--- config.mk ---
export PLATFORM = sky130hd
export DESIGN_NAME = usb_epctl
export DESIGN_NICKNAME = d
export VERILOG_FILES = /design/src/rtl/usb_epctl.sv
export SDC_FILE = /design/constraint.sdc
export NUM_CORES = 1
export LEC_CHECK = 0
export CORE_MARGIN = 2
export CORE_UTILIZATION = 54
export CTS_CLUSTER_DIAMETER = 40
export CTS_CLUSTER_SIZE = 25
export DETAILED_ROUTE_END_ITERATION = 8
export GPL_TIMING_DRIVEN = 0
export PLACE_DENSITY = 0.84
export RECOVER_POWER = 25
export SYNTH_ARGS = -nofsm -noshare
export SYNTH_HDL_FRONTEND = slang
export SYNTH_SLANG_ARGS = --single-unit
--- constraint.sdc ---
create_clock -name clk -period 4.6 [get_ports clk]
set_clock_uncertainty 0.15 [all_clocks]
set_input_delay 0.92 -clock clk [delete_from_list [all_inputs] [get_ports clk]]
set_output_delay 0.92 -clock clk [all_outputs]
set_load 0.005 [all_outputs]
--- src/rtl/usb_epctl.sv ---
// USB endpoint controller: decides ACK/NAK/STALL replies for core transactions
// and keeps per-endpoint IN-armed, OUT-full and stall status.
module usb_epctl #(
    parameter int EP_NUM    = 3,
    parameter int REPLY_LAT = 1
) (
    input  logic              clk,
    input  logic              rst0_sync,
    input  logic [1:0]        trsac_req,
    input  logic [1:0]        trsac_type,
    input  logic [3:0]        trsac_ep,
    output logic [1:0]        trsac_reply,
    input  logic [EP_NUM-1:0] ep_enable,
    input  logic [EP_NUM-1:0] ep_isoch,
    input  logic [2:0]        app_cmd,
    input  logic [3:0]        app_ep,
    output logic              app_ack,
    output logic [EP_NUM:0]   ep_in_armed,
    output logic [EP_NUM:0]   ep_out_full,
    output logic [EP_NUM:0]   ep_stall,
    output logic              done_vld,
    output logic [3:0]        done_ep,
    output logic [1:0]        done_type,
    output logic              done_ok
);

    // state  | meaning
    // IDLE   | no transaction; reply NAK
    // DECIDE | transaction captured, counting REPLY_LAT cycles; reply NAK
    // WAIT   | decided reply held until the core leaves ACTIVE
    typedef enum logic [1:0] {S_IDLE, S_DECIDE, S_WAIT} state_t;

    localparam logic [1:0] REQ_OK      = 2'd0;
    localparam logic [1:0] REQ_ACTIVE  = 2'd1;
    localparam logic [1:0] TYPE_SETUP  = 2'd0;
    localparam logic [1:0] TYPE_OUT    = 2'd1;
    localparam logic [1:0] TYPE_IN     = 2'd2;
    localparam logic [1:0] REPLY_ACK   = 2'd0;
    localparam logic [1:0] REPLY_NAK   = 2'd1;
    localparam logic [1:0] REPLY_STALL = 2'd2;
    localparam logic [2:0] CMD_ARM_IN  = 3'd1;
    localparam logic [2:0] CMD_REL_OUT = 3'd2;
    localparam logic [2:0] CMD_SET_STL = 3'd3;
    localparam logic [2:0] CMD_CLR_STL = 3'd4;

    state_t          state_q, state_d;
    logic [1:0]      req_prev_q;
    logic [1:0]      type_q;
    logic [3:0]      ep_q;
    logic [3:0]      lat_q;
    logic [1:0]      reply_q, reply_dec;
    logic [EP_NUM:0] armed_q, armed_d;
    logic [EP_NUM:0] full_q, full_d;
    logic [EP_NUM:0] stall_q, stall_d;
    logic            done_vld_q, done_ok_q;
    logic [3:0]      done_ep_q;
    logic [1:0]      done_type_q;

    logic            req_active, start;
    logic            capture, decide_fire, finish, complete_ok;
    logic            cmd_valid, cmd_exec;
    logic [EP_NUM:0] ep_oh, cmd_oh, en_vec, iso_vec;

    assign req_active = (trsac_req == REQ_ACTIVE);
    assign start      = req_active && (req_prev_q != REQ_ACTIVE);
    assign en_vec     = {ep_enable, 1'b1};
    assign iso_vec    = {ep_isoch, 1'b0};

    always_comb begin
        ep_oh  = '0;
        cmd_oh = '0;
        for (int i = 0; i <= EP_NUM; i++) begin
            ep_oh[i]  = (ep_q == 4'(i));
            cmd_oh[i] = (app_ep == 4'(i));
        end
    end

    always_ff @(posedge clk) begin
        if (!rst0_sync) state_q <= S_IDLE;
        else            state_q <= state_d;
    end

    always_comb begin
        state_d = state_q;
        case (state_q)
            S_IDLE:   if (start) state_d = S_DECIDE;
            S_DECIDE: begin
                if (!req_active)      state_d = S_IDLE;
                else if (lat_q == '0) state_d = S_WAIT;
            end
            S_WAIT:   if (!req_active) state_d = S_IDLE;
            default:  state_d = S_IDLE;
        endcase
    end

    // Completion owns the status of its endpoint for this cycle; a command
    // aimed at it waits (no ack) and the application keeps presenting it.
    always_comb begin
        capture     = (state_q == S_IDLE) && start;
        decide_fire = (state_q == S_DECIDE) && req_active && (lat_q == '0);
        finish      = ((state_q == S_DECIDE) || (state_q == S_WAIT)) && !req_active;
        complete_ok = (state_q == S_WAIT) && (trsac_req == REQ_OK) && (reply_q == REPLY_ACK);
        cmd_valid   = (app_cmd >= CMD_ARM_IN) && (app_cmd <= CMD_CLR_STL);
        cmd_exec    = rst0_sync && cmd_valid && !(complete_ok && (app_ep == ep_q));
        app_ack     = cmd_exec;
    end

    always_comb begin
        reply_dec = REPLY_NAK;
        if (!(|ep_oh) || !(|(en_vec & ep_oh)))
            reply_dec = REPLY_STALL;
        else if (type_q == TYPE_SETUP)
            reply_dec = (ep_q == 4'd0) ? REPLY_ACK : REPLY_STALL;
        else if (|(stall_q & ep_oh))
            reply_dec = REPLY_STALL;
        else if (type_q == TYPE_IN)
            reply_dec = (|((armed_q | iso_vec) & ep_oh)) ? REPLY_ACK : REPLY_NAK;
        else if (type_q == TYPE_OUT)
            reply_dec = (|((~full_q | iso_vec) & ep_oh)) ? REPLY_ACK : REPLY_NAK;
        else
            reply_dec = REPLY_STALL;
    end

    always_comb begin
        armed_d = armed_q;
        full_d  = full_q;
        stall_d = stall_q;
        if (cmd_exec) begin
            case (app_cmd)
                CMD_ARM_IN:  armed_d = armed_q | cmd_oh;
                CMD_REL_OUT: full_d  = full_q & ~cmd_oh;
                CMD_SET_STL: stall_d = stall_q | cmd_oh;
                CMD_CLR_STL: stall_d = stall_q & ~cmd_oh;
                default: ;
            endcase
        end
        if (complete_ok) begin
            case (type_q)
                TYPE_IN:  armed_d = armed_d & ~ep_oh;
                TYPE_OUT: full_d  = full_d | ep_oh;
                TYPE_SETUP: begin
                    full_d[0]  = 1'b1;
                    stall_d[0] = 1'b0;
                    armed_d[0] = 1'b0;
                end
                default: ;
            endcase
        end
    end

    always_ff @(posedge clk) begin
        if (!rst0_sync) begin
            req_prev_q  <= REQ_ACTIVE;
            type_q      <= '0;
            ep_q        <= '0;
            lat_q       <= '0;
            reply_q     <= REPLY_NAK;
            armed_q     <= '0;
            full_q      <= '0;
            stall_q     <= '0;
            done_vld_q  <= 1'b0;
            done_ok_q   <= 1'b0;
            done_ep_q   <= '0;
            done_type_q <= '0;
        end else begin
            req_prev_q <= trsac_req;
            if (capture) begin
                type_q <= trsac_type;
                ep_q   <= trsac_ep;
                lat_q  <= 4'(REPLY_LAT - 1);
            end else if ((state_q == S_DECIDE) && (lat_q != '0)) begin
                lat_q <= lat_q - 4'd1;
            end
            if (decide_fire)            reply_q <= reply_dec;
            else if (state_d != S_WAIT) reply_q <= REPLY_NAK;
            armed_q    <= armed_d;
            full_q     <= full_d;
            stall_q    <= stall_d;
            done_vld_q <= finish;
            done_ok_q  <= finish && complete_ok;
            if (finish) begin
                done_ep_q   <= ep_q;
                done_type_q <= type_q;
            end
        end
    end

    assign trsac_reply = reply_q;
    assign ep_in_armed = armed_q;
    assign ep_out_full = full_q;
    assign ep_stall    = stall_q;
    assign done_vld    = done_vld_q;
    assign done_ep     = done_ep_q;
    assign done_type   = done_type_q;
    assign done_ok     = done_ok_q;

endmodule

Word-level counts from Yosys, hierarchy flattened --
Index checks and enable logic that the tools add are counted.
Cells by class: add/sub/neg operators 1, order comparisons 2, equality and inequality tests 18, muxes and demuxes 29, bitwise gates (word level) 16, reduce and logical (&&, ||, !) cells 36
Operators by type and width (count):
- AND 4 bit | 7
- 2-to-1 mux 2 bit | 12
- 2-to-1 mux 4 bit | 6
- bitwise OR 4 bit | 5
- OR reduction 4 bit | 5
- == test 4 x 2 -> 1 bit, second input constant | 4
- logical AND 1 bit | 13
- zero test 4 bit | 3
- NOT 4 bit | 3
- == test 4 x 1 -> 1 bit, second input constant | 2
- zero test 2 bit | 4
- one-hot mux 4 bit (2 select lines) | 1
- == test 2 x 1 -> 1 bit, second input constant | 3
- == test 3 x 2 -> 1 bit, second input constant | 2
- 2-to-1 mux 3 bit | 2
- one-hot mux 2 bit (3 select lines) | 1
- 2-to-1 mux 1 bit | 5
- == test 2 bit, second input constant | 2
- == test 4 bit | 1
- zero test 1 bit | 4
- one-hot mux 1 bit (2 select lines) | 2
- nonzero test 2 bit | 2
- nonzero test 4 bit | 1
- subtractor 4 x 1 -> 4 bit, second input constant | 1
- 10 further kinds | 11
Storage, ports and cells: bits in registers 36, input bits 23

Longest topological paths before layout --
Gate-level depths: netlist of run 1.
depth after elaboration 11, depth in mapped cells 7, mapped depth without buffers 7

Worst setup path after synthesis of run 1 --
No wires, ideal clock.
kind input -> output, start point input port trsac_req[0], end point output port app_ack, arrival 1661 ps, required time 3530 ps, setup slack 1869 ps, stages on the path 4, buffers on the path 0, cell sequence nor4_1 -> nand2_1 -> o21ai_2 -> inv_2
On the way: word-level cells in the longest chain between the ends 6
RTL lines:
- start, declared | RTL line 9 | input logic [1:0] trsac_req,
- zero test 2 bit | RTL line 102 | complete_ok = (state_q == S_WAIT) && (trsac_req == REQ_OK) && (reply_q == REPLY_ACK);
- logical AND 1 bit (2 in series) | RTL line 102
- logical AND 1 bit | RTL line 104 | cmd_exec = rst0_sync && cmd_valid && !(complete_ok && (app_ep == ep_q));
- zero test 1 bit | RTL line 104
- logical AND 1 bit | RTL line 104
- end, declared | RTL line 17 | output logic app_ack,
No other way between the ends.

Final worst setup path of run 1 --
Ends and elaborated chain as after synthesis.

==> metrics.md, run 1 <==
| Metric | Value |
|---|---|
| Status | `complete, no violations` |
| Vias in the first global route | `~1700` |
| Max Cap Viol | `0` |
| Post-synthesis sequential area ratio | `36.3%` |
| TritonCTS buffer count | `5` |
| Cell variety after synth | `53` |
| Die area | `about 0.0042 sq mm` |
| Iteration-0 DRC Markers | `126` |
| Measured slew at the worst slew-check pin | `0.773 ns` |
| Post-CTS setup buffers | `0` |
| HPWL after DPL | `around 3.6 mm` |
| Clock slew at reported path FFs | `0.07 ns` |
| Post-synth EDFFs | `0` |
| Synthesized area | `slightly below 0.002 sq mm` |
| CP endpoint kind | `output port` |
| Critical Path RT | `between 3 and 4 ns` |
| Worst Hold Class | `reg2reg` |
| Leakage Power | `0.000951 uW` |
| Wire length per cell | `14.5 um` |
| PortBufs | `44` |
| Htree depth | `2` |
| Pin count of the biggest net entering global routing | `13` |
| WP data arrival | `2.91 ns` |
| Cell Area, Placed | `0.00249 sq mm` |
| Core ar. | `about 0.0036 sq mm` |
| Gr ovfl total | `0` |
| I/O pins | `46` |
| Syn nets | `262` |
| Post-synth top area cell | `dfxtp_1` |
| Area grow syn2layout | `30.8%` |
| Max_slew headroom | `a little under half` |
| Final Setup Violations | `0` |
| Antenna cells | `0` |
| Final period demand of the worst path | `3.98 ns` |
| Antenna violations before repair | `0` |
| Final worst-path cycle share | `86.5%` |
| Via-to-Cell Ratio | `5.58` |
| Slew Viols, Final | `0` |
| CTS Sinks | `36` |
| DRC Markers | `0` |
| Clock Tree Buf Depth | `2` |
| Tot Pwr | `a little under 700 uW` |
| Post-Place Cells | `approximately 320` |
| Power per Cell Area | `265 mW/mm^2` |
| Synthesized area per cell | `8.60 sq um` |
| Routed vias | `1847` |
| # rows | `22` |
| Initial core utilization | `55.1%` |
| Post-route cell area | `0.00260 sq mm` |
| CTS tree | `done` |
| Synthesis-stage register bit count | `36` |
| Layout Cells excl Fill | `331` |
| Die W | `between 60 and 70 um` |
| Layout Nets | `313` |
| DIE HEIGHT | `about 65 um` |
| Root Driver | `clkbuf_8` |
| Fillcell total | `300` |
| ANT nets after route | `0` |
| Hold WS | `0.302 ns` |
| CP max FO | `7` |
| Peak VDD IR | `around 0.00026 V` |
| Post-synth ARST share | `0%` |
| Post-synth top cells | `36 x dfxtp_1, 25 x nand2_1, 19 x nor2_1` |
| First-pass GRT wire length | `7.92 mm` |
| Top_reg_cell synth | `dfxtp_1` |
| Clock Latency Late Sink | `0.29 ns` |
| Synthesized instance count | `231` |
| Total track usage | `24.6%` |
| Yosys top cell area share | `36.3%` |
| Yosys warns | `0` |
| TritonRoute pass-1 iters | `5` |
| Largest cells by area after synthesis | `dfxtp_1 36%, ha_1 5.0%, nand2_1 4.7%, nor2_1 3.6%, mux2i_1 3.5%` |
| WS Path Type | `in2out` |
| Final hold vios | `0` |
| Share of cells above drive strength 1 | `around a tenth` |
| Setup TNS | `0 ns` |
| RSZ-0062 raised after global routing | `false` |
| CTS Hold Bufs | `0` |
| GPL Wtd Cong | `0.945` |
| Fmax achieved | `251 MHz` |
| Post_cts resized | `0` |
| Top-count cell post-synth | `dfxtp_1` |
| CP startpoint kind | `primary input` |
| Drt total wl | `4.81 mm` |
per-stage QoR:
step,setup slack [ns],utilization (%)
4_1_cts,0.621,72.0
3_5_place_dp,0.621,68.9
2_1_floorplan,1.87,-
5_1_grt,0.500,72.0
6_report,0.622,72.0
3_3_place_gp,0.657,68.9
layout make-up:
| class | count | area, sq um | share of cell area [%] |
|---|---|---|---|
| multi-input combinational | 169 | 1140 | 44.0 |
| sequential | 36 | 721 | 27.7 |
| timing repair buffer | 44 | 440 | 17.0 |
| clock buffer | 5 | 68.8 | 2.65 |
| buffer | 11 | 65.1 | 2.50 |
| tap | 48 | 60.1 | 2.31 |
| inverter | 15 | 56.3 | 2.17 |
| clock inverter | 3 | 42.5 | 1.64 |
final timing paths:
check | slack, ns | cells past startpoint | start | end
hold reg to reg | 0.30 | 2 | done_ep[0] | done_ep[0]
setup / recovery | 0.62 | 6 | trsac_req[0] | app_ack
setup reg to reg | 2.59 | 6 | trsac_reply[0] | ep_stall[0]
hold / removal | 0.30 | 2 | done_ep[0] | done_ep[0]
cell families after synthesis:
| logic type | after synthesis | synth area share [%] |
|---|---|---|
| flip-flops | 36 | 36.3 |
| AO/OA/AOI/OAI | 50 | 18.5 |
| buffers and inverters | 26 | 6.11 |
| adder cells (fa/ha/maj) | 8 | 5.04 |
| AND/OR/NAND/NOR | 96 | 26.3 |
| multiplexers | 8 | 4.66 |
| XOR/XNOR | 7 | 3.09 |
critical path, stage by stage:
cell and delay [ns]:
clkdlybuf4s50_1 0.46, nor4_1 0.36, nand2_1 0.24, o21ai_2 0.33
inv_2 0.13, clkdlybuf4s50_1 0.47
cells in the final DEF (no fill, tap or decap), types with 5 or more instances in the layout:
cell,netlist,final
nand2_1,25,25
clkbuf_8,0,5
mux2i_1,7,7
nand3_1,9,9
nand2b_1,7,7
xnor2_1,5,5
nand4_1,6,6
a21oi_1,11,11
o21ai_0,11,11
dlygate4sd3_1,0,9
nor2_1,19,19
ha_1,8,8
clkdlybuf4s50_1,0,35
dfxtp_1,36,36
inv_1,14,14
nor3_1,8,8
where the power goes:
| part | internal [uW] | switching, uW |
|---|---|---|
| clock | 160 | 119 |
| sequential | 316 | 3.20 |
| combinational | 42.3 | 46.8 |
| total | 518 | 169 |
layer usage:
layer | vias up | global-route usage (%) | wire length (um)
met1 | 845 | 30.9 | 2140
met2 | 75 | 41.8 | 2260
met3 | 8 | 5.73 | 337
met5 | - | 0 | 0
li1 | 919 | - | -
met4 | 0 | 7.98 | 65
state kept, by name, indices dropped and copies added, names as in the netlist:
| register | flops |
|---|---|
| done_ep | 4 |
| done_ok | 1 |
| done_type | 2 |
| done_vld | 1 |
| ep_in_armed | 4 |
| ep_out_full | 4 |
| ep_q | 4 |
| ep_stall | 4 |
| lat_q | 4 |
| req_prev_q | 2 |
| state_q | 2 |
| trsac_reply | 2 |
| type_q | 2 |
Note: power is estimated with default switching activity, not from simulation.
==> inputs of run 2 (changes only) <==
CELL_PAD_IN_SITES_DETAIL_PLACEMENT = 1   (was not set)
CELL_PAD_IN_SITES_GLOBAL_PLACEMENT = 2   (was not set)
CORE_UTILIZATION = 33   (was 54)
CTS_BUF_LIST = sky130_fd_sc_hd__clkbuf_8   (was not set)
PLACE_DENSITY = 0.87   (was 0.84)
==> run 2 against run 1 <==
Non-clock buffer count unchanged; fmax about the same; global-route usage down 6.3 points; via count down 0.97%.
==> metrics.md, run 2 (same netlist as run 1, synthesis figures left out) <==
| Metric | Value |
|---|---|
| Status | `complete, no violations (unchanged)` |
| Via-to-Cell Ratio | `5.11 (was 5.58)` |
| Fmax achieved | `251 MHz (about the same)` |
| Measured slew at the worst slew-check pin | `0.877 ns (was 0.773 ns)` |
| Core ar. | `0.00585 sq mm (was 0.00361 sq mm)` |
| Setup WS post-layout | `0.622 ns (about the same)` |
| Worst Hold Class | `reg2reg (unchanged)` |
| Final period demand of the worst path | `3.98 ns (about the same)` |
| CTS Hold Bufs | `0 (unchanged)` |
| Max Cap Viol | `0 (unchanged)` |
| Clock Latency Late Sink | `0.30 ns (was 0.29 ns)` |
| Post-CTS setup buffers | `0 (unchanged)` |
| Critical Path RT | `3.53 ns (about the same)` |
| GPL Wtd Cong | `0.802 (was 0.945)` |
| Wire length per cell | `15.3 um (was 14.5 um)` |
| Commonest non-fill, non-tap cells in the layout | `36 x dfxtp_1, 36 x clkdlybuf4s50_1, 25 x nand2_1 (was 36 x dfxtp_1, 35 x clkdlybuf4s50_1, 25 x nand2_1)` |
| PortBufs | `44 (unchanged)` |
| Final Setup Violations | `0 (unchanged)` |
| Iteration-0 DRC Markers | `69 (was 126)` |
| Post_cts resized | `0 (unchanged)` |
| Max_slew headroom | `41.0% (was 48.0%)` |
| Power per Cell Area | `263 mW/mm^2 (was 265 mW/mm^2)` |
| Clock Tree Buf Depth | `2 (unchanged)` |
| Final hold vios | `0 (unchanged)` |
| Drt total wl | `5.48 mm (was 4.81 mm)` |
| I/O pins | `46 (unchanged)` |
| WP data arrival | `2.91 ns (about the same)` |
| Post-route cell area | `0.00263 sq mm (was 0.00260 sq mm)` |
| ANT nets after route | `0 (unchanged)` |
| CP endpoint kind | `output port (unchanged)` |
| DRC Markers | `0 (unchanged)` |
| Antenna cells | `0 (unchanged)` |
| Root Driver | `clkbuf_8 (unchanged)` |
| Die W | `81.6 um (was 64.6 um)` |
| # rows | `28 (was 22)` |
| Die area | `0.00665 sq mm (was 0.00418 sq mm)` |
| Fillcell total | `678 (was 300)` |
| RSZ-0062 raised after global routing | `false (unchanged)` |
| Clock slew at reported path FFs | `0.08 ns (was 0.07 ns)` |
| Total track usage | `18.4% (was 24.6%)` |
| Htree depth | `2 (unchanged)` |
| Layout Cells excl Fill | `358 (was 331)` |
| Area grow syn2layout | `32.5% (was 30.8%)` |
| WS Path Type | `in2out (unchanged)` |
| TritonRoute pass-1 iters | `4 (was 5)` |
| Leakage Power | `0.000947 uW (was 0.000951 uW)` |
| Post-Place Cells | `350 (was 323)` |
| CTS tree | `done (unchanged)` |
| CP max FO | `7 (unchanged)` |
| Peak VDD IR | `0.000152 V (was 0.000262 V)` |
| Share of cells above drive strength 1 | `10.2% (unchanged)` |
| CP startpoint kind | `primary input (unchanged)` |
| Slew Viols, Final | `0 (unchanged)` |
| Pin count of the biggest net entering global routing | `13 (unchanged)` |
| TritonCTS buffer count | `5 (unchanged)` |
| Gr ovfl total | `0 (unchanged)` |
| Cell Area, Placed | `0.00252 sq mm (was 0.00249 sq mm)` |
| Final worst-path cycle share | `86.5% (about the same)` |
| Pre-CTS setup slack | `0.621 ns (about the same)` |
| Setup TNS | `0 ns (unchanged)` |
| Vias in the first global route | `1929 (was 1709)` |
| DIE HEIGHT | `81.6 um (was 64.6 um)` |
| CTS Sinks | `36 (unchanged)` |
| HPWL after DPL | `4.23 mm (was 3.59 mm)` |
| Layout Nets | `313 (unchanged)` |
| Initial core utilization | `33.9% (was 55.1%)` |
| First-pass GRT wire length | `9.32 mm (was 7.92 mm)` |
| Routed vias | `1829 (was 1847)` |
| Antenna violations before repair | `0 (unchanged)` |
-- run 2: changes by cell type in the layout (fill, tap and decap cells not counted), sizes merged --
cell,change
dlygate4sd3,-1
clkdlybuf4s50,+1
-- run 2: area by class of cell --
| class | instances | area (sq um) | share of cell area (%) |
|---|---|---|---|
| multi-input cells | 169 | 1140 | 43.5 |
| flip-flops and latches | 36 | 721 | 27.4 |
| repair buffers | 44 | 440 | 16.7 |
| well taps | 75 | 93.8 | 3.57 |
| clock buffers | 5 | 68.8 | 2.62 |
| plain buffers | 11 | 65.1 | 2.47 |
| inverters | 15 | 56.3 | 2.14 |
| clock inverters | 3 | 42.5 | 1.62 |
-- run 2: power by group --
part	switching, uW	total (uW)	internal, uW
Sequential	3.06	319	316
Combinational	47.0	89.4	42.4
Clock	124	284	160
-- run 2: final timing paths --
path                   from     endpoint  slack [ns]  cells past startpoint
min              done_ep[2]   done_ep[2]        0.31                      2
max            trsac_req[0]      app_ack        0.62                      6
max reg2reg  trsac_reply[0]  ep_stall[0]        2.60                      6
min reg2reg      done_ep[2]   done_ep[2]        0.31                      2
-- run 2: routing by layer --
| metal | global-route usage, % | share of wire (%) | wire length, um | up-vias |
|---|---|---|---|---|
| met1 | 24.3 | 50 | 2740 | 865 |
| met2 | 30.0 | 45 | 2440 | 36 |
| met4 | 5.17 | 1.0 | 57 | 0 |
| li1 | - | - | - | 921 |
| met3 | 4.18 | 4.5 | 246 | 7 |
| met5 | 0 | 0 | 0 | - |
-- run 2: worst max-delay path, stage by stage --
cell	delay, ns
clkdlybuf4s50_1	0.45
nor4_1	0.37
nand2_1	0.26
o21ai_2	0.32
inv_2	0.12
clkdlybuf4s50_1	0.47
-- run 2: per-stage QoR --
stage | utilization (%) | hold slack [ns] | total power [uW]
2_1_floorplan | - | 0.303 | 375
3_3_place_gp | 43.1 | 0.298 | 415
3_5_place_dp | 43.1 | 0.303 | 416
4_1_cts | 45.0 | 0.319 | 699
5_1_grt | 45.0 | 0.339 | 724
6_report | 45.0 | 0.312 | 692
==> inputs of run 3 (changes only) <==
CORE_UTILIZATION = 31   (was 33)
PLACE_DENSITY = 0.82   (was 0.87)
SLEW_MARGIN = 15   (was not set)
==> run 3 against run 2 <==
Die area rose by 6.1%; core utilization fell by 3.4 points; sequential share of layout area rose by 0.20 points; largest power group unchanged.
==> metrics.md, run 3 (same netlist as run 1, synthesis figures left out) <==
| Metric | Value |
|---|---|
| P_int | `476 uW (was 519 uW)` |
| Die W | `84.0 um (was 81.6 um)` |
| Max_slew headroom | `37.0% (was 41.0%)` |
| Leakage Power | `0.000962 uW (was 0.000947 uW)` |
| Hold WS | `0.304 ns (was 0.312 ns)` |
| TritonCTS buffer count | `5 (unchanged)` |
| Final Setup Violations | `0 (unchanged)` |
| Layout Nets | `313 (unchanged)` |
| Final worst-path cycle share | `86.8% (was 86.5%)` |
| Fmax achieved | `250 MHz (was 251 MHz)` |
| Antenna violations before repair | `0 (unchanged)` |
| Logic pwr share | `13.9% (was 12.9%)` |
| Most common cell after layout, fill and taps aside | `dfxtp_1` |
| Area grow syn2layout | `31.6% (was 32.5%)` |
| TritonRoute pass-1 iters | `4 (unchanged)` |
| Vias in the first global route | `1851 (was 1929)` |
| NetSw | `169 uW (was 174 uW)` |
| Clock Latency Late Sink | `0.30 ns (about the same)` |
| Cell Area, Placed | `0.00252 sq mm (about the same)` |
| FF-to-FF path depth | `6 (unchanged)` |
| Gr ovfl total | `0 (unchanged)` |
| CP startpoint kind | `primary input (unchanged)` |
| CP max FO | `7 (unchanged)` |
| WHS Path Cells | `2 (unchanged)` |
| CTS tree | `done (unchanged)` |
| Post_cts resized | `0 (unchanged)` |
| Register area | `721 sq um (unchanged)` |
| HPWL after DPL | `4.34 mm (was 4.23 mm)` |
| Commonest non-fill, non-tap cells in the layout | `36 x dfxtp_1, 32 x clkdlybuf4s50_1, 25 x nand2_1 (was 36 x dfxtp_1, 36 x clkdlybuf4s50_1, 25 x nand2_1)` |
| Clock Tree Buf Depth | `2 (unchanged)` |
| Final period demand of the worst path | `3.99 ns (was 3.98 ns)` |
| Initial core utilization | `31.6% (was 33.9%)` |
| Pin count of the biggest net entering global routing | `11 (was 13)` |
| Clock share of power | `36.6% (was 41.0%)` |
| I/O pins | `46 (unchanged)` |
| First-pass GRT wire length | `9.50 mm (was 9.32 mm)` |
| Root Driver | `clkbuf_8 (unchanged)` |
| CTS Sinks | `36 (unchanged)` |
| Via-to-Cell Ratio | `5.09 (was 5.11)` |
| Core Util, Final | `41.6% (was 45.0%)` |
| PortBufs | `44 (unchanged)` |
| Status | `complete, no violations (unchanged)` |
| Seq pwr share | `49.4% (was 46.0%)` |
| Slew Viols, Final | `0 (unchanged)` |
| Total track usage | `16.8% (was 18.4%)` |
| Post-route cell area | `0.00261 sq mm (was 0.00263 sq mm)` |
| Power per Cell Area | `247 mW/mm^2 (was 263 mW/mm^2)` |
| Worst Hold Class | `reg2reg (unchanged)` |
| Die area | `0.00706 sq mm (was 0.00665 sq mm)` |
| WS Path Type | `in2out (unchanged)` |
| Post-Place Cells | `352 (was 350)` |
| Final hold vios | `0 (unchanged)` |
| ANT nets after route | `0 (unchanged)` |
| Clock slew at reported path FFs | `0.07 ns (was 0.08 ns)` |
| DRC Markers | `0 (unchanged)` |
| # rows | `29 (was 28)` |
| WP data arrival | `2.92 ns (was 2.91 ns)` |
| Max Cap Viol | `0 (unchanged)` |
| Measured slew at the worst slew-check pin | `0.936 ns (was 0.877 ns)` |
| Share of cells above drive strength 1 | `9.54% (was 10.2%)` |
| CP endpoint kind | `output port (unchanged)` |
| Antenna cells | `0 (unchanged)` |
| Routed vias | `1832 (was 1829)` |
| Drt total wl | `5.59 mm (was 5.48 mm)` |
| Fillcell total | `765 (was 678)` |
| Post-CTS setup buffers | `0 (unchanged)` |
| Setup TNS | `0 ns (unchanged)` |
| Sw Share | `26.2% (was 25.1%)` |
| DIE HEIGHT | `84.0 um (was 81.6 um)` |
| RSZ-0062 raised after global routing | `false (unchanged)` |
| Core ar. | `0.00628 sq mm (was 0.00585 sq mm)` |
| CTS Hold Bufs | `0 (unchanged)` |
| Critical Path RT | `3.53 ns (about the same)` |
| Htree depth | `2 (unchanged)` |
| Peak VDD IR | `0.000125 V (was 0.000152 V)` |
| Wire length per cell | `15.5 um (was 15.3 um)` |
| Multi-input combinational cell area | `0.00114 sq mm (unchanged)` |
| Layout Cells excl Fill | `360 (was 358)` |
| Iteration-0 DRC Markers | `72 (was 69)` |
| GPL Wtd Cong | `0.812 (was 0.802)` |
## run 3: cell count changes in the layout (fill, tap and decap cells not counted)
cell             delta
and2_0              -1
clkinvlp_4          -1
dlygate4sd3_1       +4
bufinv_16           -1
clkinv_2            -1
clkdlybuf4s50_1     -4
clkbuf_8            +1
and2_1              +1
inv_1               +2
## run 3: stage by stage
| stage | worst slack, ns | total power (uW) |
|---|---|---|
| after CTS | 0.609 | 653 |
| after global routing | 0.378 | 675 |
| after global placement | 0.589 | 415 |
| after floorplan | 1.87 | 375 |
| after detailed placement | 0.623 | 417 |
| final | 0.605 | 645 |
## run 3: per-layer routing
layer	GRT usage [%]	part of all wire, %	vias up
met5	0	0	-
met3	3.56	3.5	6
met4	4.84	1.0	0
met2	26.2	46	33
li1	-	-	922
met1	23.3	50	871
## run 3: critical path: stages
cell and delay [ns]:
clkdlybuf4s50_1 0.46, nor4_1 0.37, nand2_1 0.26, o21ai_2 0.31, inv_2 0.13, clkdlybuf4s50_1 0.47
## run 3: layout make-up
cell class | count | area share, %
plain buffers | 11 | 2.49
clock buffers | 6 | 3.16
clock inverters | 2 | 0.287
inverters | 15 | 2.16
multi-input cells | 169 | 43.8
flip-flops and latches | 36 | 27.6
well taps | 77 | 3.69
repair buffers | 44 | 16.9
## run 3: worst paths after layout
path / startpoint / slack, ns / endpoint
max: trsac_req[0] / 0.61 / app_ack
min reg2reg: done_type[0] / 0.30 / done_type[0]
max reg2reg: trsac_reply[0] / 2.60 / ep_stall[0]
min: done_type[0] / 0.30 / done_type[0]
## run 3: power by group through the flow
stage,sequential [uW],combinational (uW),clock (uW)
after floorplan,325,49.9,0
after global placement,326,89.1,0
after detailed placement,326,90.5,0
after CTS,319,90.9,243
after global routing,319,99.6,256
final,319,89.9,236
